--- config.mk ---
export PLATFORM = sky130hd
export DESIGN_NAME = collision_score_flat
export DESIGN_NICKNAME = d
export VERILOG_FILES = /design/src/rtl/game_pkg.sv /design/src/rtl/collision_score_if.sv /design/src/rtl/bcd_counter4.sv /design/src/rtl/collision_score.sv /design/src/flat_wrapper.sv
export SDC_FILE = /design/constraint.sdc
export NUM_CORES = 1
export LEC_CHECK = 0
export BUFFER_PORTS_ARGS = -buffer_cell sky130_fd_sc_hd__buf_2
export CORE_MARGIN = 3
export CORE_UTILIZATION = 40
export DETAILED_ROUTE_END_ITERATION = 7
export PLACE_DENSITY = 0.64
export SYNTH_ARGS = -nofsm -noshare
export SYNTH_HDL_FRONTEND = slang
export SYNTH_SLANG_ARGS = --single-unit
--- constraint.sdc ---
create_clock -name clk -period 4.5 [get_ports clk]
set_input_delay 0.9 -clock clk [delete_from_list [all_inputs] [get_ports clk]]
set_output_delay 0.9 -clock clk [all_outputs]
set_load 0.05 [all_outputs]
--- src/rtl/game_pkg.sv ---
// Shared encodings and sprite dimensions for the dino game datapath.
// Imported by the collision/score block and its interface consumers.
package game_pkg;

  typedef enum logic [1:0] {
    GS_INIT  = 2'd0,
    GS_START = 2'd1,
    GS_END   = 2'd2,
    GS_RESET = 2'd3
  } game_state_e;

  typedef enum logic [2:0] {
    DT_LOW_BIRD  = 3'd0,
    DT_HIGH_BIRD = 3'd1,
    DT_SMALL     = 3'd2,
    DT_MANY      = 3'd3,
    DT_BIG       = 3'd4,
    DT_NOTHING   = 3'd5
  } danger_type_e;

  typedef enum logic {
    DB_SIT   = 1'b0,
    DB_STAND = 1'b1
  } dino_behavior_e;

  localparam int WINDOW_WIDTH  = 640;
  localparam int WINDOW_HEIGHT = 480;

  localparam int SMALL_W = 19;
  localparam int SMALL_H = 36;
  localparam int MANY_W  = 77;
  localparam int MANY_H  = 49;
  localparam int BIG_W   = 27;
  localparam int BIG_H   = 50;
  localparam int BIRD_W  = 44;
  localparam int BIRD_H  = 33;

  localparam int DINO_STAND_W = 44;
  localparam int DINO_STAND_H = 47;
  localparam int DINO_SIT_W   = 59;
  localparam int DINO_SIT_H   = 30;

endpackage

--- src/rtl/collision_score_if.sv ---
// Object-controller to collision/score bundle: dino, three danger slots,
// game control in; hit flags and BCD scores out.
interface collision_score_if;
  logic       game_tick;
  logic [1:0] game_state;
  logic [9:0] dino_pos;
  logic       dino_behavior;
  logic [9:0] danger_pos1;
  logic [9:0] danger_pos2;
  logic [9:0] danger_pos3;
  logic [2:0] danger_type1;
  logic [2:0] danger_type2;
  logic [2:0] danger_type3;
  logic       danger_en1;
  logic       danger_en2;
  logic       danger_en3;
  logic       hit;
  logic       hit_pulse;
  logic [15:0] score;
  logic [15:0] high_score;

  modport master (
    output game_tick, game_state, dino_pos, dino_behavior,
    output danger_pos1, danger_pos2, danger_pos3,
    output danger_type1, danger_type2, danger_type3,
    output danger_en1, danger_en2, danger_en3,
    input  hit, hit_pulse, score, high_score
  );

  modport slave (
    input  game_tick, game_state, dino_pos, dino_behavior,
    input  danger_pos1, danger_pos2, danger_pos3,
    input  danger_type1, danger_type2, danger_type3,
    input  danger_en1, danger_en2, danger_en3,
    output hit, hit_pulse, score, high_score
  );
endinterface

--- src/rtl/bcd_counter4.sv ---
// Four-digit BCD counter: synchronous clear, enable-gated increment,
// holds at 9999 instead of wrapping.
module bcd_counter4 (
  input  logic        clk,
  input  logic        rst,
  input  logic        clr,
  input  logic        en,
  output logic [15:0] count
);

  logic [15:0] count_q, count_d;

  function automatic logic [15:0] bcd_sat_inc(input logic [15:0] v);
    logic [15:0] r;
    logic        carry;
    r     = v;
    carry = 1'b1;
    if (v != 16'h9999) begin
      for (int i = 0; i < 4; i++) begin
        if (carry) begin
          if (v[i*4 +: 4] == 4'd9) begin
            r[i*4 +: 4] = 4'd0;
          end else begin
            r[i*4 +: 4] = v[i*4 +: 4] + 4'd1;
            carry       = 1'b0;
          end
        end
      end
    end
    return r;
  endfunction

  always_comb begin
    count_d = count_q;
    if (clr)
      count_d = 16'h0000;
    else if (en)
      count_d = bcd_sat_inc(count_q);
  end

  always_ff @(posedge clk or posedge rst) begin
    if (rst)
      count_q <= 16'h0000;
    else
      count_q <= count_d;
  end

  assign count = count_q;

endmodule

--- src/rtl/collision_score.sv ---
// Round-robin pipelined dino/obstacle overlap check with sticky hit and BCD score.
// Define COLLISION_HIGH_SCORE_EN to keep a high score; otherwise it reads as zero.
module collision_score
  import game_pkg::*;
#(
  parameter int DINO_X         = 64,
  parameter int GROUND         = 400,
  parameter int LOW_BIRD_LIFT  = 20,
  parameter int HIGH_BIRD_LIFT = 50,
  parameter int SCORE_DIV      = 6
) (
  input logic               clk,
  input logic               rst,
  collision_score_if.slave  bus
);

  localparam int DIV_W = (SCORE_DIV > 1) ? $clog2(SCORE_DIV) : 1;

  function automatic logic [10:0] obs_width(input logic [2:0] t);
    case (danger_type_e'(t))
      DT_LOW_BIRD, DT_HIGH_BIRD: obs_width = 11'(BIRD_W);
      DT_SMALL:                  obs_width = 11'(SMALL_W);
      DT_MANY:                   obs_width = 11'(MANY_W);
      DT_BIG:                    obs_width = 11'(BIG_W);
      default:                   obs_width = 11'd0;
    endcase
  endfunction

  function automatic logic [11:0] obs_height(input logic [2:0] t);
    case (danger_type_e'(t))
      DT_LOW_BIRD, DT_HIGH_BIRD: obs_height = 12'(BIRD_H);
      DT_SMALL:                  obs_height = 12'(SMALL_H);
      DT_MANY:                   obs_height = 12'(MANY_H);
      DT_BIG:                    obs_height = 12'(BIG_H);
      default:                   obs_height = 12'd0;
    endcase
  endfunction

  function automatic logic [11:0] obs_bottom(input logic [2:0] t);
    case (danger_type_e'(t))
      DT_LOW_BIRD:  obs_bottom = 12'(GROUND - LOW_BIRD_LIFT);
      DT_HIGH_BIRD: obs_bottom = 12'(GROUND - HIGH_BIRD_LIFT);
      default:      obs_bottom = 12'(GROUND);
    endcase
  endfunction

  game_state_e gs;
  logic        in_start, in_reset, hit_rise, count_tick, score_inc;
  logic [15:0] score;

  logic [1:0]  idx_q, idx_d;
  logic        sel_en;
  logic [9:0]  sel_pos;
  logic [2:0]  sel_type;

  logic        vld_p1_q, vld_p1_d;
  logic [9:0]  pos_p1_q, pos_p1_d;
  logic [2:0]  type_p1_q, type_p1_d;
  logic [9:0]  dpos_p1_q, dpos_p1_d;
  logic        beh_p1_q, beh_p1_d;

  logic [10:0] dw, ow, pos_x;
  logic [11:0] dh, oh, ob, dino_y;
  logic        x_hit, y_hit, ov_d;

  logic        ov_p2_q, ov_p2_d;
  logic        hit_q, hit_d;
  logic        hit_pulse_q, hit_pulse_d;
  logic [DIV_W-1:0] div_q, div_d;

  assign gs       = game_state_e'(bus.game_state);
  assign in_start = (gs == GS_START);
  assign in_reset = (gs == GS_RESET);

  // Stage 0 -> 1: pick the slot under scan
  always_comb begin
    sel_en   = bus.danger_en1;
    sel_pos  = bus.danger_pos1;
    sel_type = bus.danger_type1;
    case (idx_q)
      2'd1: begin
        sel_en   = bus.danger_en2;
        sel_pos  = bus.danger_pos2;
        sel_type = bus.danger_type2;
      end
      2'd2: begin
        sel_en   = bus.danger_en3;
        sel_pos  = bus.danger_pos3;
        sel_type = bus.danger_type3;
      end
      default: ;
    endcase
  end

  // Stage 1 -> 2: box compare; vertical test is rearranged to additions so
  // a low dino_pos cannot underflow
  always_comb begin
    dw     = (beh_p1_q == DB_STAND) ? 11'(DINO_STAND_W) : 11'(DINO_SIT_W);
    dh     = (beh_p1_q == DB_STAND) ? 12'(DINO_STAND_H) : 12'(DINO_SIT_H);
    ow     = obs_width(type_p1_q);
    oh     = obs_height(type_p1_q);
    ob     = obs_bottom(type_p1_q);
    pos_x  = {1'b0, pos_p1_q};
    dino_y = {2'b00, dpos_p1_q};
    x_hit  = (pos_x > 11'(DINO_X)) && (pos_x < 11'(DINO_X) + dw + ow);
    y_hit  = (dino_y < ob + dh) && (ob < dino_y + oh);
    ov_d   = vld_p1_q && (type_p1_q < 3'(DT_NOTHING)) && x_hit && y_hit;
  end

  // Stage 2 -> 3: hit, scan index, pipeline and score divider next-state
  always_comb begin
    hit_rise   = !in_reset && ov_p2_q && !hit_q;
    count_tick = in_start && bus.game_tick && !hit_q && !hit_rise;
    score_inc  = count_tick && (div_q == DIV_W'(SCORE_DIV - 1));

    idx_d = idx_q;
    if (in_start)
      idx_d = (idx_q == 2'd2) ? 2'd0 : idx_q + 2'd1;

    vld_p1_d  = sel_en;
    pos_p1_d  = sel_pos;
    type_p1_d = sel_type;
    dpos_p1_d = bus.dino_pos;
    beh_p1_d  = bus.dino_behavior;
    ov_p2_d   = ov_d;
    if (in_reset) begin
      vld_p1_d  = 1'b0;
      pos_p1_d  = 10'd0;
      type_p1_d = 3'd0;
      dpos_p1_d = 10'd0;
      beh_p1_d  = 1'b0;
      ov_p2_d   = 1'b0;
    end

    hit_d       = !in_reset && (hit_q || ov_p2_q);
    hit_pulse_d = hit_rise;

    div_d = div_q;
    if (in_reset)
      div_d = '0;
    else if (count_tick)
      div_d = score_inc ? '0 : div_q + DIV_W'(1);
  end

  always_ff @(posedge clk or posedge rst) begin
    if (rst) begin
      idx_q       <= 2'd0;
      vld_p1_q    <= 1'b0;
      pos_p1_q    <= 10'd0;
      type_p1_q   <= 3'd0;
      dpos_p1_q   <= 10'd0;
      beh_p1_q    <= 1'b0;
      ov_p2_q     <= 1'b0;
      hit_q       <= 1'b0;
      hit_pulse_q <= 1'b0;
      div_q       <= '0;
    end else begin
      idx_q       <= idx_d;
      vld_p1_q    <= vld_p1_d;
      pos_p1_q    <= pos_p1_d;
      type_p1_q   <= type_p1_d;
      dpos_p1_q   <= dpos_p1_d;
      beh_p1_q    <= beh_p1_d;
      ov_p2_q     <= ov_p2_d;
      hit_q       <= hit_d;
      hit_pulse_q <= hit_pulse_d;
      div_q       <= div_d;
    end
  end

  bcd_counter4 u_score (
    .clk   (clk),
    .rst   (rst),
    .clr   (in_reset),
    .en    (score_inc),
    .count (score)
  );

`ifdef COLLISION_HIGH_SCORE_EN
  logic [15:0] high_score_q, high_score_d;

  // Packed BCD orders the same as plain unsigned, so a binary compare suffices
  always_comb begin
    high_score_d = high_score_q;
    if (hit_rise && (score > high_score_q))
      high_score_d = score;
  end

  always_ff @(posedge clk or posedge rst) begin
    if (rst)
      high_score_q <= 16'h0000;
    else
      high_score_q <= high_score_d;
  end

  assign bus.high_score = high_score_q;
`else
  assign bus.high_score = 16'h0000;
`endif

  assign bus.hit       = hit_q;
  assign bus.hit_pulse = hit_pulse_q;
  assign bus.score     = score;

endmodule

--- src/flat_wrapper.sv ---
// flat-port wrapper written by rule: the top's interface ports become plain ports
module collision_score_flat import game_pkg::*;
#(
  parameter int DINO_X         = 64,
  parameter int GROUND         = 400,
  parameter int LOW_BIRD_LIFT  = 20,
  parameter int HIGH_BIRD_LIFT = 50,
  parameter int SCORE_DIV      = 6
)
  (clk, rst, bus_game_tick, bus_game_state, bus_dino_pos, bus_dino_behavior, bus_danger_pos1, bus_danger_pos2, bus_danger_pos3, bus_danger_type1, bus_danger_type2, bus_danger_type3, bus_danger_en1, bus_danger_en2, bus_danger_en3, bus_hit, bus_hit_pulse, bus_score, bus_high_score);
  collision_score_if bus_i ();
  input logic clk;
  input logic rst;
  input wire logic [$bits(bus_i.game_tick)-1:0] bus_game_tick;
  input wire logic [$bits(bus_i.game_state)-1:0] bus_game_state;
  input wire logic [$bits(bus_i.dino_pos)-1:0] bus_dino_pos;
  input wire logic [$bits(bus_i.dino_behavior)-1:0] bus_dino_behavior;
  input wire logic [$bits(bus_i.danger_pos1)-1:0] bus_danger_pos1;
  input wire logic [$bits(bus_i.danger_pos2)-1:0] bus_danger_pos2;
  input wire logic [$bits(bus_i.danger_pos3)-1:0] bus_danger_pos3;
  input wire logic [$bits(bus_i.danger_type1)-1:0] bus_danger_type1;
  input wire logic [$bits(bus_i.danger_type2)-1:0] bus_danger_type2;
  input wire logic [$bits(bus_i.danger_type3)-1:0] bus_danger_type3;
  input wire logic [$bits(bus_i.danger_en1)-1:0] bus_danger_en1;
  input wire logic [$bits(bus_i.danger_en2)-1:0] bus_danger_en2;
  input wire logic [$bits(bus_i.danger_en3)-1:0] bus_danger_en3;
  output wire logic [$bits(bus_i.hit)-1:0] bus_hit;
  output wire logic [$bits(bus_i.hit_pulse)-1:0] bus_hit_pulse;
  output wire logic [$bits(bus_i.score)-1:0] bus_score;
  output wire logic [$bits(bus_i.high_score)-1:0] bus_high_score;
  assign bus_i.game_tick = bus_game_tick;
  assign bus_i.game_state = bus_game_state;
  assign bus_i.dino_pos = bus_dino_pos;
  assign bus_i.dino_behavior = bus_dino_behavior;
  assign bus_i.danger_pos1 = bus_danger_pos1;
  assign bus_i.danger_pos2 = bus_danger_pos2;
  assign bus_i.danger_pos3 = bus_danger_pos3;
  assign bus_i.danger_type1 = bus_danger_type1;
  assign bus_i.danger_type2 = bus_danger_type2;
  assign bus_i.danger_type3 = bus_danger_type3;
  assign bus_i.danger_en1 = bus_danger_en1;
  assign bus_i.danger_en2 = bus_danger_en2;
  assign bus_i.danger_en3 = bus_danger_en3;
  assign bus_hit = bus_i.hit;
  assign bus_hit_pulse = bus_i.hit_pulse;
  assign bus_score = bus_i.score;
  assign bus_high_score = bus_i.high_score;
  collision_score #(.DINO_X(DINO_X), .GROUND(GROUND), .LOW_BIRD_LIFT(LOW_BIRD_LIFT), .HIGH_BIRD_LIFT(HIGH_BIRD_LIFT), .SCORE_DIV(SCORE_DIV)) u_core (.clk(clk), .rst(rst), .bus(bus_i));
endmodule
==> results.md <==
* Worst path cell trace: nor2_1, nor2_1, ha_1, fa_1, a211o_1, a21oi_1, xor2_1, nand2_1, ha_1, a21o_1, a2111oi_0, o2111a_1
* CP Data Required Time at 4.74 ns
* Initial antenna violation count at 0
* Buffers added on ports at 75
* GRT Util Overall at 0.160
* WL final at 7980 um
* H-tree levels at 2
* Vias in the first global route at 2,949
* Vias at 2,993
* DRC Markers at 0
* Grt met1 use at 0.214
* Area share of the leading cell type in the synthesized netlist at 0.338
* Placer Congestion at 0.808
* Largest net degree at the start of global routing at 50
* Routing usage on met3 at 0.0324
* Setup Total Neg Slack at 0 ns
* YS warnings at 0
* Worst-margin pin slew at 1.01 ns
* # nets final at 564
* Worst-path clk slew at 0.09 ns
* Crit path time final at 3.50 ns
* Die X at 101 um
* Area grow syn2layout at 14.1%
* Setup crit end kind: register
* Setup ws final at 1.00 ns
* Clock Root Buffer: clkbuf_8
* Max Clk Rate at 0.286 GHz
* Post-route cell area at 4130 um2
* Worst hold-check path type: register to register
* Cts repair resizes at 0
* Global route hottest layer: met2
* Pleak at 0.00210 uW
* Fin. max-slew vios at 0
* Final Skew at 0.00516 ns
* RSZ-0062 raised after global routing: no
* Fraction of layout cells with a size suffix above 1 at 0.195
* Clock sink total at 49
* Initial core utilization at 0.413
* Headroom to the max-slew limit at 0.329
* Final setup viols at 0
* Hold-fix buffers, CTS at 0
* CP max FO at 7
* CP Depth at 12
* Number of buffers added for setup after CTS at 0
* Via density at 5.31
* Max_cap viols at 0
* ANT nets after route at 0
* Worst reg-to-reg path cell count at 12
* Yosys reg bits at 49
* Synth async-reset ratio at 1.00
* Crit-path max cell delay at 0.45 ns
* Hold Vio Cnt, Final at 0
* Crit share post-route at 0.778
* Area leader, netlist: dfrtp_1
* Syn Area/Cell at 9.39 um2
* Number of flops mapped to enable cells by yosys at 0
* Cell Area, Placed at 4030 um2
* Dpl hpwl at 6300 um
* Pwr Total at 2420 uW
* Critical Path AT at 3.74 ns
* Buf/Inv on CP at 0
* CTS max path bufs at 2
* Count leader, synth: dfrtp_1
* First-pass GRT wire length at 13,400 um
* Status: complete, no violations
* GR Overflow Total at 0
* Synth Instances at 386
* Die area at 10,200 um2
* Primary FF master, synth: dfrtp_1
* Setup crit start kind: register
* Initial DRC Count at 118
* CTS tree: done
* CP max-delay cell: dfrtp_1
* Sequential area share after synthesis at 0.338
* PD cells at 586 nW/um2
* Skew-Pair Late Insertion Delay at 0.30 ns
* Met2 Resource Use GR at 0.261
* Mapped Area at 3620 um2
* Crit-path leading delay family: compound AO/OA/AOI/OAI gates
* Peak supply drop at 0.000251 V
* Type of the worst setup path: register to register
* FP Rows at 34
* Synth area leaders: dfrtp_1 34%, ha_1 17%, nor2_1 4.5%
* ANT cells at 0
* Dpl cells at 557
* Top cells by count, synth: 49 x dfrtp_1, 48 x ha_1, 43 x nor2_1
* WL per Instance at 14.1 um
* Netlist cell types at 52
* Non-filler cells, final at 564
* Vert. Die Dim at 101 um
* Worst hold stages at 1
* CORE AREA at 8760 um2
* DRT Pass-1 Iters at 4
* TritonCTS buffer count at 5
* Pre-CTS WS at 1.06 ns
* Number of top-level pins at 92
[layer usage]
layer  vias to the layer above  wire [um]
met5                         -          0
met4                         0        121
met3                        16        322
met2                        64       3810
met1                      1402       3730
li1                       1511          -
[placed cells by master, fill, tap and decap left out, drive strengths merged, types with 5 or more instances in the layout]
master  count
nand2      20
a22oi      14
a21o       12
dfrtp      49
a211oi     16
buf        75
inv        17
o31ai       5
nand2b      6
xnor2       6
and2       13
conb       18
ha         48
a21oi      15
o21ai      19
clkbuf      5
nor2       43
nor3b       6
nand3       6
[through the flow]
stage | hold slack, ns | utilization
after floorplan | 0.498 | -
after global placement | 0.448 | 0.460
after detailed placement | 0.458 | 0.460
after CTS | 0.469 | 0.472
after global routing | 0.491 | 0.472
final | 0.465 | 0.472
[layout make-up]
cell class / instances / area [um2]
Timing Repair Buffer: 75 / 375
Fill cell: 853 / 4630
Sequential cell: 49 / 1230
Clock inverter: 2 / 35.0
Inverter: 18 / 67.6
Clock buffer: 5 / 68.8
Tap cell: 108 / 135
Multi-Input combinational cell: 307 / 2220
[registers in the layout (all words and copies together) (netlist names)]
signal                flops
u_core.ov_p2_q            1
u_core.idx_q              2
u_core.div_q              3
u_core.bus.hit            1
u_core.u_score.count     16
u_core.vld_p1_q           1
u_core.pos_p1_q          10
u_core.beh_p1_q           1
u_core.type_p1_q          3
u_core.bus.hit_pulse      1
u_core.dpos_p1_q         10
[power by group]
part	switching, uW	total [uW]	internal, uW	leakage (uW)
Sequential	113	671	558	0.000626
Clock	143	305	162	0.0000540
Combinational	868	1450	580	0.00142
Total	1120	2420	1300	0.00210
[worst reg2reg max path, cell delays in order, from the launching register on]
cell	delay (ns)
dfrtp_1	0.45
nor2_1	0.36
nor2_1	0.10
ha_1	0.26
fa_1	0.44
a211o_1	0.30
a21oi_1	0.21
xor2_1	0.17
nand2_1	0.08
ha_1	0.31
a21o_1	0.15
a2111oi_0	0.38
o2111a_1	0.24
[worst paths after layout]
| kind | startpoint | endpoint | slack [ns] |
|---|---|---|---|
| setup / recovery | u_core.type_p1_q[1] | u_core.ov_p2_q | 1.00 |
| hold / removal | u_core.bus.hit | u_core.bus.hit_pulse | 0.47 |
| setup reg to reg | u_core.type_p1_q[1] | u_core.ov_p2_q | 1.00 |
| hold reg to reg | u_core.bus.hit | u_core.bus.hit_pulse | 0.47 |
| max in group asynchronous | rst | u_core.u_score.count[5] | 3.04 |
| min in group asynchronous | rst | u_core.u_score.count[3] | 0.83 |
[kinds of logic (layout without fill, tap and decap cells)]
family                   count (synthesis)  after routing  share of synthesized area
AO/OA/AOI/OAI                          104            104                      0.201
multiplexers                             4              4                     0.0114
flip-flops                              49             49                      0.338
buffers and inverters                   46            100                     0.0642
adder cells (fa/ha/maj)                 50             50                      0.177
other                                    2             18                    0.00207
AND/OR/NAND/NOR                        121            121                      0.182
XOR/XNOR                                10             10                     0.0242
Note: power is estimated with default switching activity, not from simulation.
